File: config.mk
export PLATFORM = sky130hd
export DESIGN_NAME = prog_loader
export DESIGN_NICKNAME = d
export VERILOG_FILES = /design/src/rtl/prog_loader.sv
export SDC_FILE = /design/constraint.sdc
export NUM_CORES = 1
export LEC_CHECK = 0
export ABC_AREA = 1
export CORE_MARGIN = 5
export CORE_UTILIZATION = 41
export CTS_BUF_LIST = sky130_fd_sc_hd__clkbuf_2
export DETAILED_ROUTE_END_ITERATION = 8
export HOLD_SLACK_MARGIN = 0.12
export PLACE_DENSITY_LB_ADDON = 0.3
export SLEW_MARGIN = 20
export SYNTH_ARGS = -nofsm -noshare
export SYNTH_HDL_FRONTEND = slang
export SYNTH_SLANG_ARGS = --single-unit
export TNS_END_PERCENT = 50
File: constraint.sdc
create_clock -name clk -period 5.6 [get_ports clk]
set_clock_uncertainty 0.05 [all_clocks]
set_input_delay 0.56 -clock clk [delete_from_list [all_inputs] [get_ports clk]]
set_output_delay 0.56 -clock clk [all_outputs]
set_load 0.05 [all_outputs]
File: src/rtl/prog_loader.sv
// prog_loader: receives a framed byte-stream program image, packs payload
// bytes big-endian into 32-bit words and writes them to instruction memory.
// Holds the CPU stalled from frame start until a frame completes with a good
// checksum.
module prog_loader #(
   parameter int          ADDR_W     = 8,
   parameter logic [7:0]  START_BYTE = 8'hA5
) (
   input  logic              clk,
   input  logic              rst_n,
   input  logic [7:0]        in_data,
   input  logic              in_valid,
   output logic              in_ready,
   output logic              mem_we,
   output logic [ADDR_W-1:0] mem_addr,
   output logic [31:0]       mem_wdata,
   output logic              cpu_hold,
   output logic              load_done,
   output logic              load_err,
   output logic [ADDR_W:0]   words_written
);

   // Memory capacity in bytes; frames longer than this are rejected up front
   // so the word address can never wrap inside a frame.
   localparam int unsigned CAP = 4 * (2 ** ADDR_W);

   typedef enum logic [2:0] {
      S_IDLE, S_LEN_HI, S_LEN_LO, S_DATA, S_WR, S_CSUM
   } state_t;

   state_t      state;
   logic [7:0]  len_hi;
   logic [7:0]  acc;
   logic [15:0] remain;
   logic [1:0]  lane;

   logic        xfer;
   logic [15:0] len_full;
   logic [7:0]  csum_sum;
   logic        len_too_big;

   // Handshake and frame-level arithmetic on the byte currently offered
   always_comb begin
      xfer        = in_valid & in_ready;
      len_full    = {len_hi, in_data};
      csum_sum    = acc + in_data;
      len_too_big = 32'(len_full) > CAP;
   end

   // Frame parser FSM; all outputs registered. mem_wdata doubles as the word
   // assembly register, so it already holds the packed word during WR.
   always_ff @(posedge clk or negedge rst_n) begin
      if (!rst_n) begin
         state         <= S_IDLE;
         in_ready      <= 1'b1;
         mem_we        <= 1'b0;
         mem_addr      <= '0;
         mem_wdata     <= '0;
         cpu_hold      <= 1'b0;
         load_done     <= 1'b0;
         load_err      <= 1'b0;
         words_written <= '0;
         len_hi        <= '0;
         acc           <= '0;
         remain        <= '0;
         lane          <= '0;
      end else begin
         load_done <= 1'b0;
         load_err  <= 1'b0;
         mem_we    <= 1'b0;
         case (state)
            S_IDLE: begin
               // Non-start bytes are consumed and dropped
               if (xfer && in_data == START_BYTE) begin
                  state         <= S_LEN_HI;
                  cpu_hold      <= 1'b1;
                  words_written <= '0;
                  mem_addr      <= '0;
                  acc           <= '0;
                  lane          <= '0;
               end
            end
            S_LEN_HI: begin
               if (xfer) begin
                  len_hi <= in_data;
                  state  <= S_LEN_LO;
               end
            end
            S_LEN_LO: begin
               if (xfer) begin
                  remain <= len_full;
                  if (len_too_big) begin
                     load_err <= 1'b1;
                     state    <= S_IDLE;
                  end else if (len_full == 16'd0) begin
                     state <= S_CSUM;
                  end else begin
                     state <= S_DATA;
                  end
               end
            end
            S_DATA: begin
               if (xfer) begin
                  acc    <= csum_sum;
                  remain <= remain - 16'd1;
                  lane   <= lane + 2'd1;
                  case (lane)
                     2'd0:    mem_wdata          <= {in_data, 24'h000000};
                     2'd1:    mem_wdata[23:16]   <= in_data;
                     2'd2:    mem_wdata[15:8]    <= in_data;
                     default: mem_wdata[7:0]     <= in_data;
                  endcase
                  if (lane == 2'd3 || remain == 16'd1) begin
                     state    <= S_WR;
                     mem_we   <= 1'b1;
                     in_ready <= 1'b0;
                  end
               end
            end
            S_WR: begin
               in_ready      <= 1'b1;
               lane          <= '0;
               mem_addr      <= mem_addr + 1'b1;
               words_written <= words_written + 1'b1;
               state         <= (remain == 16'd0) ? S_CSUM : S_DATA;
            end
            S_CSUM: begin
               if (xfer) begin
                  if (csum_sum == 8'h00) begin
                     load_done <= 1'b1;
                     cpu_hold  <= 1'b0;
                  end else begin
                     load_err <= 1'b1;
                  end
                  state <= S_IDLE;
               end
            end
            default: state <= S_IDLE;
         endcase
      end
   end

endmodule

# After elaboration in Yosys (flattened, before gate mapping)
# Index checks and enable logic that the tools add are counted.
[totals] register_bits=91 out_inout_bits=54 word_cells=112
[classes] add_sub_neg=5 order_cmp=1 n_eq_ne=17 n_mux=43 bitwise_logic=2 n_reduce_logical=28
[op_table] cell="$pmux 8 s2" count=5
[op_table] cell="$logic_not 16->1" count=2
[op_table] cell="$mux 16" count=2
[op_table] cell="$pmux 16 s2" count=1
[op_table] cell="$mux 3" count=9
[op_table] cell="$reduce_and 3->1" count=8
[op_table] cell="$pmux 3 s6" count=1
[op_table] cell="$pmux 9 s2" count=1
[op_table] cell="$eq 16x1->1 const B" count=1
[op_table] cell="$gt 16x11->1 const B" count=1
[op_table] cell="$mux 8" count=2
[op_table] cell="$sub 16x1->16 const B" count=1
[op_table] cell="$mux 1" count=15
[op_table] cell="$ne 2x2->1 const B" count=7
[op_table] cell="$reduce_bool 2->1" count=7
[op_table] cell="$add 9x1->9 const B" count=1
[op_table] cell="$mux 9" count=1
[op_table] cell="$add 8x1->8 const B" count=1
[op_table] cell="$add 8x8->8" count=1
[op_table] cell="$eq 8x8->1 const B" count=1
[op_table] cell="$logic_not 8->1" count=1
[op_table] cell="$eq 3x2->1 const B" count=2
[op_table] cell="$eq 3x3->1 const B" count=2
[op_table] cell="$pmux 1 s2" count=3
[op_table] cell="17 further kinds" count=20

# Depth between registers and ports, before layout
[depth] depth_word=5 ltp_mapped=14

# Least setup slack after synthesis
# Ideal clock, no wire load.
[synth_path] kind="input -> register" from="input in_data[0]" to="register cpu_hold" setup_time_ps=120 arrival_ps=1886 path_slack_ps=3544 cell_stages=12 n_path_buf=0 path_cell_list="ha_1 fa_1 nor2_1 nand3_1 nor2_1 nand3_1 nor2_1 nand2_1 nand2_1 nand2_1 nand2_1 nand2_1"
[synth_via] elab_chain_cells=4 word_cells_on_any_way=7 cone_classes="add/sub (1); eq/ne (3); reduce/logical (3)"
[synth_rtl] element="start, declared" line="11" source="input logic [7:0] in_data,"
[synth_rtl] element="$add 8x8->8 or $eq 8x8->1 (tied branches)" line="46, 74"
[synth_rtl] element="$logic_not 8->1 or $logic_and 1x1->1 (tied branches)" line="129, 74"
[synth_rtl] element="$ne 2x2->1 (no line)"
[synth_rtl] element="$reduce_and 4->1 (no line) *"
[synth_rtl] element="end signal, assigned" line="59" source="cpu_hold <= 1'b0;"
[synth_rtl] element="end signal, assigned" line="76" source="cpu_hold <= 1'b1;"
[synth_rtl] element="end signal, assigned" line="131" source="cpu_hold <= 1'b0;"
[synth_rtl] element="end, declared" line="17" source="output logic cpu_hold,"
# Mark *: on every way between the ends. The rest lies on a longest branch, timed or not.
# A chain may end at the register's enable or synchronous reset.

# Final worst setup path
[layout_path] from="register in_ready" to="register mem_wdata[27]"
[layout_via] elab_chain_cells=2
[layout_rtl] element="start, declared" line="13" source="output logic in_ready,"
[layout_rtl] element="start signal, assigned" line="55" source="in_ready <= 1'b1;"
[layout_rtl] element="start signal, assigned" line="116" source="in_ready <= 1'b0;"
[layout_rtl] element="start signal, assigned" line="121" source="in_ready <= 1'b1;"
[layout_rtl] element="$and 1x1->1" line="44" source="xfer = in_valid & in_ready;"
[layout_rtl] element="$reduce_and 3->1 (no line)"
[layout_rtl] element="end signal, assigned" line="108" source="2'd0: mem_wdata <= {in_data, 24'h000000};"
[layout_rtl] element="end, declared" line="16" source="output logic [31:0] mem_wdata,"
# No other way between the ends.

==> metrics <==
outcome=finished, final reports clean; Net Count, Synth=631; Rows=39; clock root buffer=clkbuf_2; initial antenna violation count=1; element type at the critical path end=register; P_leak=2.70 nW; gr usage total=0.175; Top FF cell, synth=dfrtp_1; cells on worst reg2reg path=6; asr flop ratio synth=1.00; Worst Tran Pin Value=0.969 ns; Worst VDD drop=0.000268 V; input/output buffers=64; Detailed Place HPWL=8.62 mm; f_max=369 MHz; Detail Route Antenna Nets=0; Post-CTS Repair Setup Buffers=0; Final Max Tran Viols=0; Pwr Total=0.00304 W; total gr overflow=0; first-pass GRT wire length=20.4 mm; worst-skew pair later-pin latency=0.57 ns; Critical R2R Capture=mem_wdata[27]; largest net degree at the start of global routing=54; TritonCTS buffer count=9; clock share of power=0.105; Pwr Density=541 mW/mm^2; post-layout util=0.492; die span in x=118 um; Internal=0.00152 W; Starting DRT DRC Count=282; Chip Height=118 um; Slew Limit Headroom=0.352; final setup fails=0; full die area=0.0139 sq mm; Worst EP arrival=3.14 ns; Top Ports=65; Tmin final=2.71 ns; Yosys warning count=0; switching portion of total power=0.501; most common cell in the netlist=nand2_1; share of the synthesized area in the top cell type=0.470; clock buffer depth=2; Mean Syn Cell Area=7.93 sq um; cell taking the most area after synthesis=dfrtp_1; htree depth=3; max cap viols=0; Seq pwr share=0.368; CTS clock-pin slew for the worst setup and hold paths=0.25 ns; TritonCTS clock tree=done; final setup margin=2.89 ns; crit share post-route=0.484; pre-CTS setup slack=2.44 ns; first-pass iteration count of the detailed router=5; Post-synth EDFFs=0; Worst Path Required=6.03 ns; routed via count=4,351; Final Hold Violating Endpoints=0; Wirelength per Cell=15.0 um; Sink Count=91; Crit Path Category=reg2reg; Final Wtd Congestion=0.887; synth cell count leaders=nand2_1 (129), dfrtp_1 (90), nand3_1 (74), inv_1 (65), o21ai_0 (49); fillcell total=1,116; R2R Setup Slk=2.89 ns; register area share after synthesis=0.476; Synth Register Bits=91; Fin Setup TNS=0 ns; reg2reg start=in_ready; startpoint types=register; worst hold-check path type=in2async; RSZ-0062 raised after global routing=no; WL final=12.1 mm; Nets=689; CTS resizes=0; cell count after synthesis=604; hold buffer count at cts=1; Mapped Area=0.00479 sq mm; area delta synth->final=17.3%; Synth area leaders=dfrtp_1 (47%), nand2_1 (10%), nand3_1 (7.7%), o21ai_0 (5.1%), inv_1 (5.1%); Initial Utilization=0.420; CP Max Fanout=32; part of the power in combinational logic=0.527; P_sw=0.00152 W; post-synth cell types=34; Core ar.=0.0114 sq mm; share of cells above drive strength 1=0.0496; number of global-route vias before repair=4,124; DRC=0; vias per inst=5.38
## sequential cells by signal, indices dropped and copies added, names as in the netlist
register and flops:
mem_addr 8, state 3, load_err 1, mem_we 1, lane 2, len_hi 8
cpu_hold 1, acc 8, mem_wdata 32, remain 16, load_done 1, words_written 9
in_ready 1
## power groups by stage
stage	Combinational [W]	Clock, W	Sequential [W]
floorplan	0.000726	0	0.00152
global placement	0.00157	0	0.00113
detailed placement	0.00160	0	0.00113
CTS	0.00161	0.000325	0.00112
global route	0.00176	0.000355	0.00116
finish	0.00160	0.000319	0.00112
## stage by stage
stage / hold slack [ns] / area, sq um / instances
2_1_floorplan: 0.214 / 4790 / 604
3_3_place_gp: 0.409 / 5510 / 793
3_5_place_dp: 0.416 / 5510 / 793
4_1_cts: 0.418 / 5620 / 808
5_1_grt: 0.412 / 5620 / 809
6_report: 0.407 / 5620 / 809
## how the worst max path moves through the flow
| stage | from | endpoint | slack (ns) | depth (start not counted) |
|---|---|---|---|---|
| 5_1_grt | in_ready | mem_wdata[27] | 2.62 | 6 |
| 3_3_place_gp | in_valid | mem_wdata[21] | 2.54 | 8 |
| 6_report | in_ready | mem_wdata[27] | 2.89 | 6 |
| 2_1_floorplan | in_data[0] | cpu_hold | 3.54 | 12 |
| 4_1_cts | in_ready | mem_wdata[27] | 2.92 | 6 |
| 3_5_place_dp | in_valid | mem_wdata[11] | 2.44 | 8 |
## cell type report
| class | count | area (sq um) | share of cell area |
|---|---|---|---|
| repair buffers | 66 | 656 | 0.117 |
| flip-flops and latches | 91 | 2280 | 0.405 |
| clock buffers | 11 | 55.1 | 0.00980 |
| well taps | 143 | 179 | 0.0318 |
| multi-input cells | 423 | 2140 | 0.381 |
| clock inverters | 3 | 41.3 | 0.00735 |
| diodes | 1 | 2.50 | 0.000445 |
| inverters | 71 | 267 | 0.0474 |
## metal layers
metal / routed length, um / GRT usage
met5: 0 / 0
met4: 300 / 0.0710
met3: 621 / 0.0312
met2: 5770 / 0.274
met1: 5410 / 0.241
## cell usage in the layout, fill, tap and decap left out, types with 2 or more instances in the layout
| master | count |
|---|---|
| nand2_1 | 129 |
| dfrtp_1 | 90 |
| nand3_1 | 74 |
| inv_1 | 65 |
| clkdlybuf4s50_1 | 63 |
| o21ai_0 | 49 |
| nor2_1 | 45 |
| a21oi_1 | 29 |
| o21ai_1 | 27 |
| ha_1 | 15 |
| nand4_1 | 13 |
| nor3_1 | 12 |
| clkbuf_2 | 11 |
| inv_2 | 6 |
| o22ai_1 | 6 |
| nor2_4 | 4 |
| xor2_1 | 4 |
| nor2_2 | 2 |
| nand2_2 | 2 |
| buf_4 | 2 |
## cells by family after synthesis
| kind of cell | share of synthesized area |
|---|---|
| compound gates | 0.124 |
| xor+xnor | 0.00914 |
| fa+ha+maj | 0.0434 |
| buf+inv | 0.0776 |
| flops | 0.476 |
| mux | 0.00209 |
| simple gates | 0.268 |
## worst max-delay path, cell delays in order, from the launching register on
cell     delay, ns
dfstp_2       0.60
nand2_1       0.16
nor2_4        0.42
inv_2         0.23
nor2_8        0.21
nand2_1       0.60
o21ai_1       0.37
(Power assumes the default switching activity.)
